File: src/rtl/mips_pkg.sv
// Shared encodings for the load/store unit: access sizes, FSM states, alignment helper.
package mips_pkg;

    localparam logic [1:0] SZ_BYTE = 2'b00;
    localparam logic [1:0] SZ_HALF = 2'b01;
    localparam logic [1:0] SZ_WORD = 2'b10;

    typedef enum logic [2:0] {
        IDLE,
        READ,
        WRITE,
        RMW_RD,
        RMW_WR,
        RESP
    } lsu_state_e;

    // The reserved size code behaves as a word.
    function automatic logic is_misaligned(input logic [1:0] size, input logic [1:0] offset);
        case (size)
            SZ_BYTE: return 1'b0;
            SZ_HALF: return offset[0];
            default: return offset != 2'b00;
        endcase
    endfunction

endpackage

File: src/rtl/lsu_lane_align.sv
// Big-endian lane extract/extend for loads and lane merge for sub-word stores.
// Purely combinational.
module lsu_lane_align
    import mips_pkg::*;
(
    input  logic [1:0]  size,
    input  logic        sign_ext,
    input  logic [1:0]  offset,
    input  logic [31:0] word_in,
    input  logic [31:0] store_data,
    output logic [31:0] load_data,
    output logic [31:0] merged
);

    logic [4:0]  shamt;
    logic [31:0] lane_mask;
    logic [7:0]  lane8;
    logic [15:0] lane16;

    always_comb begin
        shamt     = 5'd0;
        lane_mask = 32'hFFFF_FFFF;
        // Offset 0 is the most significant lane, so the shift is (3 - offset) lanes.
        case (size)
            SZ_BYTE: begin
                shamt     = {~offset, 3'b000};
                lane_mask = 32'h0000_00FF;
            end
            SZ_HALF: begin
                shamt     = {~offset[1], 4'b0000};
                lane_mask = 32'h0000_FFFF;
            end
            default: ;
        endcase

        lane8  = 8'(word_in >> shamt);
        lane16 = 16'(word_in >> shamt);
        merged = (word_in & ~(lane_mask << shamt)) | ((store_data & lane_mask) << shamt);

        case (size)
            SZ_BYTE: load_data = {{24{sign_ext & lane8[7]}}, lane8};
            SZ_HALF: load_data = {{16{sign_ext & lane16[15]}}, lane16};
            default: load_data = word_in;
        endcase
    end

endmodule

File: src/rtl/load_store_unit.sv
// Load/store unit: single outstanding access, read-modify-write for sub-word stores.
// Optional misalignment trap under LSU_MISALIGN_TRAP_EN; otherwise low address bits are ignored.
module load_store_unit
    import mips_pkg::*;
#(
    parameter int ADDR_W = 32,
    parameter int DATA_W = 32
) (
    input  logic              clk,
    input  logic              rst,
    input  logic              req_valid,
    output logic              req_ready,
    input  logic              req_write,
    input  logic [1:0]        req_size,
    input  logic              req_signed,
    input  logic [ADDR_W-1:0] req_addr,
    input  logic [DATA_W-1:0] req_wdata,
    output logic              resp_valid,
    output logic [DATA_W-1:0] resp_rdata,
    output logic              resp_err,
    output logic              mem_read,
    output logic              mem_write,
    output logic [ADDR_W-1:0] mem_addr,
    output logic [DATA_W-1:0] mem_wdata,
    input  logic [DATA_W-1:0] mem_rdata
);

    lsu_state_e        state_q, state_d;
    logic [1:0]        size_q, size_d;
    logic              signed_q, signed_d;
    logic [ADDR_W-1:0] addr_q, addr_d;
    logic [DATA_W-1:0] wdata_q, wdata_d;
    logic [DATA_W-1:0] data_q, data_d;
    logic              err_q, err_d;
    logic              resp_valid_q, resp_valid_d;
    logic [DATA_W-1:0] resp_rdata_q, resp_rdata_d;
    logic              resp_err_q, resp_err_d;
    logic              mem_read_q, mem_read_d;
    logic              mem_write_q, mem_write_d;
    logic [ADDR_W-1:0] mem_addr_q, mem_addr_d;
    logic [DATA_W-1:0] mem_wdata_q, mem_wdata_d;
    logic [DATA_W-1:0] load_data, merged_data;
    logic              trap;

`ifdef LSU_MISALIGN_TRAP_EN
    assign trap = is_misaligned(req_size, req_addr[1:0]);
`else
    assign trap = 1'b0;
`endif

    lsu_lane_align u_align (
        .size      (size_q),
        .sign_ext  (signed_q),
        .offset    (addr_q[1:0]),
        .word_in   (mem_rdata),
        .store_data(wdata_q),
        .load_data (load_data),
        .merged    (merged_data)
    );

    assign req_ready  = (state_q == IDLE) && !rst;
    assign resp_valid = resp_valid_q;
    assign resp_rdata = resp_rdata_q;
    assign resp_err   = resp_err_q;
    assign mem_read   = mem_read_q;
    assign mem_write  = mem_write_q;
    assign mem_addr   = mem_addr_q;
    assign mem_wdata  = mem_wdata_q;

    always_comb begin
        state_d      = state_q;
        size_d       = size_q;
        signed_d     = signed_q;
        addr_d       = addr_q;
        wdata_d      = wdata_q;
        data_d       = data_q;
        err_d        = err_q;
        resp_valid_d = 1'b0;
        resp_rdata_d = '0;
        resp_err_d   = 1'b0;
        mem_read_d   = 1'b0;
        mem_write_d  = 1'b0;
        mem_addr_d   = '0;
        mem_wdata_d  = '0;

        case (state_q)
            IDLE: begin
                if (req_valid) begin
                    size_d   = req_size;
                    signed_d = req_signed;
                    addr_d   = req_addr;
                    wdata_d  = req_wdata;
                    data_d   = '0;
                    err_d    = trap;
                    if (trap)           state_d = RESP;
                    else if (!req_write) state_d = READ;
                    else if (req_size[1]) state_d = WRITE;
                    else                state_d = RMW_RD;
                end
            end
            READ: begin
                data_d  = load_data;
                state_d = RESP;
            end
            WRITE:  state_d = RESP;
            RMW_RD: state_d = RMW_WR;
            RMW_WR: state_d = RESP;
            RESP: begin
                resp_valid_d = 1'b1;
                resp_rdata_d = data_q;
                resp_err_d   = err_q;
                state_d      = IDLE;
            end
            default: state_d = IDLE;
        endcase

        // Memory strobes are registered from the next state so they line up with it.
        case (state_d)
            READ, RMW_RD: begin
                mem_read_d = 1'b1;
                mem_addr_d = {addr_d[ADDR_W-1:2], 2'b00};
            end
            WRITE: begin
                mem_write_d = 1'b1;
                mem_addr_d  = {addr_d[ADDR_W-1:2], 2'b00};
                mem_wdata_d = wdata_d;
            end
            RMW_WR: begin
                mem_write_d = 1'b1;
                mem_addr_d  = {addr_d[ADDR_W-1:2], 2'b00};
                mem_wdata_d = merged_data;
            end
            default: ;
        endcase
    end

    always_ff @(posedge clk or posedge rst) begin
        if (rst) begin
            state_q      <= IDLE;
            size_q       <= SZ_BYTE;
            signed_q     <= 1'b0;
            addr_q       <= '0;
            wdata_q      <= '0;
            data_q       <= '0;
            err_q        <= 1'b0;
            resp_valid_q <= 1'b0;
            resp_rdata_q <= '0;
            resp_err_q   <= 1'b0;
            mem_read_q   <= 1'b0;
            mem_write_q  <= 1'b0;
            mem_addr_q   <= '0;
            mem_wdata_q  <= '0;
        end else begin
            state_q      <= state_d;
            size_q       <= size_d;
            signed_q     <= signed_d;
            addr_q       <= addr_d;
            wdata_q      <= wdata_d;
            data_q       <= data_d;
            err_q        <= err_d;
            resp_valid_q <= resp_valid_d;
            resp_rdata_q <= resp_rdata_d;
            resp_err_q   <= resp_err_d;
            mem_read_q   <= mem_read_d;
            mem_write_q  <= mem_write_d;
            mem_addr_q   <= mem_addr_d;
            mem_wdata_q  <= mem_wdata_d;
        end
    end

endmodule

File: config.mk
export PLATFORM = sky130hd
export DESIGN_NAME = load_store_unit
export DESIGN_NICKNAME = d
export VERILOG_FILES = /design/src/rtl/mips_pkg.sv /design/src/rtl/lsu_lane_align.sv /design/src/rtl/load_store_unit.sv
export SDC_FILE = /design/constraint.sdc
export NUM_CORES = 1
export LEC_CHECK = 0
export ABC_AREA = 0
export BUFFER_PORTS_ARGS = -buffer_cell sky130_fd_sc_hd__buf_4
export CORE_ASPECT_RATIO = 1.75
export CORE_MARGIN = 8
export CORE_UTILIZATION = 55
export CTS_BUF_LIST = sky130_fd_sc_hd__clkbuf_8
export DETAILED_ROUTE_END_ITERATION = 12
export PLACE_DENSITY = 0.94
export SYNTH_ARGS = -nofsm -noshare
export SYNTH_HDL_FRONTEND = slang
export SYNTH_SLANG_ARGS = --single-unit
File: constraint.sdc
create_clock -name clk -period 7.38 [get_ports clk]
set_input_delay 1.476 -clock clk [delete_from_list [all_inputs] [get_ports clk]]
set_output_delay 1.476 -clock clk [all_outputs]
set_load 0.02 [all_outputs]
==> out/results.ini <==
[run_status]
status=finished clean

[pwr]
power_leakage_nw=4.99
irDropWorstVdd_uv=205
powerDensity_mw_per_mm2=383

[route]
first_pass_iters=5
wl_um=22300
wire_per_inst_um=21.6
vias_per_cell=5.73
num_vias=5935
drtIter0Drc=371
ant_nets=0
drc=0

[yosys]
synth-edff-count=0
synthXorXnorAreaFrac=0.00210
synth_simple_gate_area_share=0.108
yosys_warnings=0
synth_area_mm2=0.00835
yosys.area_share.adder=0
synthMuxAreaShare=0.125
synth_cell_types=54
ys_async_sr_fraction=1.00
synthTopCellsByArea=dfrtp_1, mux2_2, mux2i_1, a22o_1, and2_1
synth_top_family_by_area=compound AO/OA/AOI/OAI gates
synth_cells=661
synth_area_leader_cell=dfrtp_1
ys.flop_type=dfrtp_1
synth_seq_cells=199
post-synth-top-count-cell=dfrtp_1
ys_seq_area_frac=0.596
synth_common_cells=dfrtp_1, mux2_2, nand2_1, o21ai_0, and2_1
synth_top_area_frac=0.596
synth_compound_area_frac=0.131
synth.avg_cell_area_um2=12.6

[timing]
maxSlewViolCount=0
hold_ws_ps=487
fin_setup_tns_ps=0
slew_headroom=0.153
setup_ws_ps=3890
rsz0062_at_grt=no
fin_crit_sh=0.472
finalSetupViolCount=0
final-hold-violation-count=0
period_minus_slack_ps=3490
clock_skew_ps=21.7
fmax_ghz=0.287
tightestPinTransition_ps=1270

[cells_and_area]
drive_above_1_share=0.380
antenna_cells=0
area_growth_pct=23.1
nets=943
stdcell_count=1036

[cts]
cts-resized-gates=0
clock_latency_ps=470
htreeDepth=4
post_cts_buffers=0
clock_path_buffers=2
postCtsHoldBufs=0
clk_pin_slew_worst_paths_ps=100
cts_buffers=17
cts_sinks=199
root_buffer=clkbuf_8
cts_tree=built

[critical_path]
crit_buf_inv=2
worstSetupPathType=in -> out
cpLargestDelayFamily=buffers and inverters
timing.rr.start=state_q[1]
path_common_cell=buf_4
start_kind=input port
arrival_ps=2010
end_kind=primary output
worstPathCellList=buf_4 -> nor4_1 -> buf_4
crit_slowest_cell=nor4_1
r2r_slack_ps=4490
max_stage_delay_ps=200
startpoint=rst
path_max_fanout=2
required_ps=5900

[global_route]
grt_usage=0.235
grt_pass1_wl_um=34600
antenna_found_initial=0
grt-ovfl-total=0
grt_start_max_net_pins=119
first_global_vias=6306

[die]
die_y_um=179
initial_core_util=0.563
num_rows=59
die_x_um=109
die_area_mm2=0.0195
core_mm2=0.0148
io_pins=204

[placed_design]
io_buffers=200
hpwlAfterDp_um=16200
pre_cts_ws_ps=3640
gp_congestion=0.866
placed_cells=1004

[worst_hold_path]
hold_class=reg -> reg
worstHoldStart=data_q[31]

[job]
drv_cap=0

metal layers:
metal  global-route usage  part of all wire  up-vias
li1                     -                 -     2680
met1                0.269              0.36     2886
met2                0.386              0.51      298
met3               0.0554             0.076       71
met4                0.142             0.053        0
met5                    0                 0        -
cell usage in the layout, fill, tap and decap left out, drive strengths merged, types with 2 or more instances in the layout:
cell type | synthesis | layout
or3b | 3 | 3
nand2b | 12 | 12
nor2b | 30 | 30
clkbuf | 13 | 17
conb | 1 | 3
o221ai | 8 | 8
mux2i | 31 | 31
a22oi | 23 | 23
o211ai | 17 | 17
and3b | 2 | 2
or2 | 2 | 2
a22o | 30 | 30
clkinv | 1 | 12
o21ai | 47 | 47
nand2 | 46 | 46
nor2 | 29 | 29
a21oi | 12 | 12
nor3 | 3 | 3
dfrtp | 199 | 199
inv | 2 | 6
mux2 | 65 | 65
and2 | 33 | 33
buf | 34 | 205
final cells by class:
class / count / area [um2]
fillers: 1052 / 4550
well taps: 183 / 229
repair buffers: 205 / 1540
multi-input cells: 414 / 3080
clock inverters: 15 / 204
inverters: 3 / 18.8
flip-flops and latches: 199 / 4980
clock buffers: 17 / 234
final timing paths:
path / to / cells past startpoint
setup / recovery: req_ready / 3
hold / removal: resp_rdata[31] / 1
setup reg to reg: mem_wdata[26] / 6
hold reg to reg: resp_rdata[31] / 1
max in group asynchronous: mem_wdata[19] / 3
min in group asynchronous: wdata_q[16] / 2
per-stage QoR:
stage	util	area [um2]	total power [mW]
after CTS	0.693	10300	3.95
after floorplan	-	8360	2.79
final	0.693	10300	3.94
after detailed placement	0.664	9850	3.24
after global placement	0.664	9850	3.17
after global routing	0.693	10300	4.16
worst reg2reg max path, stage by stage (launching register included):
cell and delay, ps:
dfrtp_1 540, nor4b_4 470, buf_4 810, and3_1 280
buf_4 360, a22oi_1 180, o21ai_0 140
sequential cells by signal (all words and copies together), names as in the netlist:
name,flops
addr_q,32
data_q,32
mem_addr,30
mem_read,1
mem_wdata,32
mem_write,1
resp_rdata,32
resp_valid,1
signed_q,1
size_q,2
state_q,3
wdata_q,32
kinds of logic after synthesis:
logic type	after synthesis
AO/OA/AOI/OAI	147
XOR/XNOR	2
buffers and inverters	50
flip-flops	199
multiplexers	96
other	1
AND/OR/NAND/NOR	166
report_power, final:
part	leakage, nW	switching [mW]	internal (mW)
Combinational	2.19	0.861	0.703
Sequential	2.58	0.218	1.45
Clock	0.214	0.447	0.265
No activity file was read; power rests on OpenSTA's default activity.
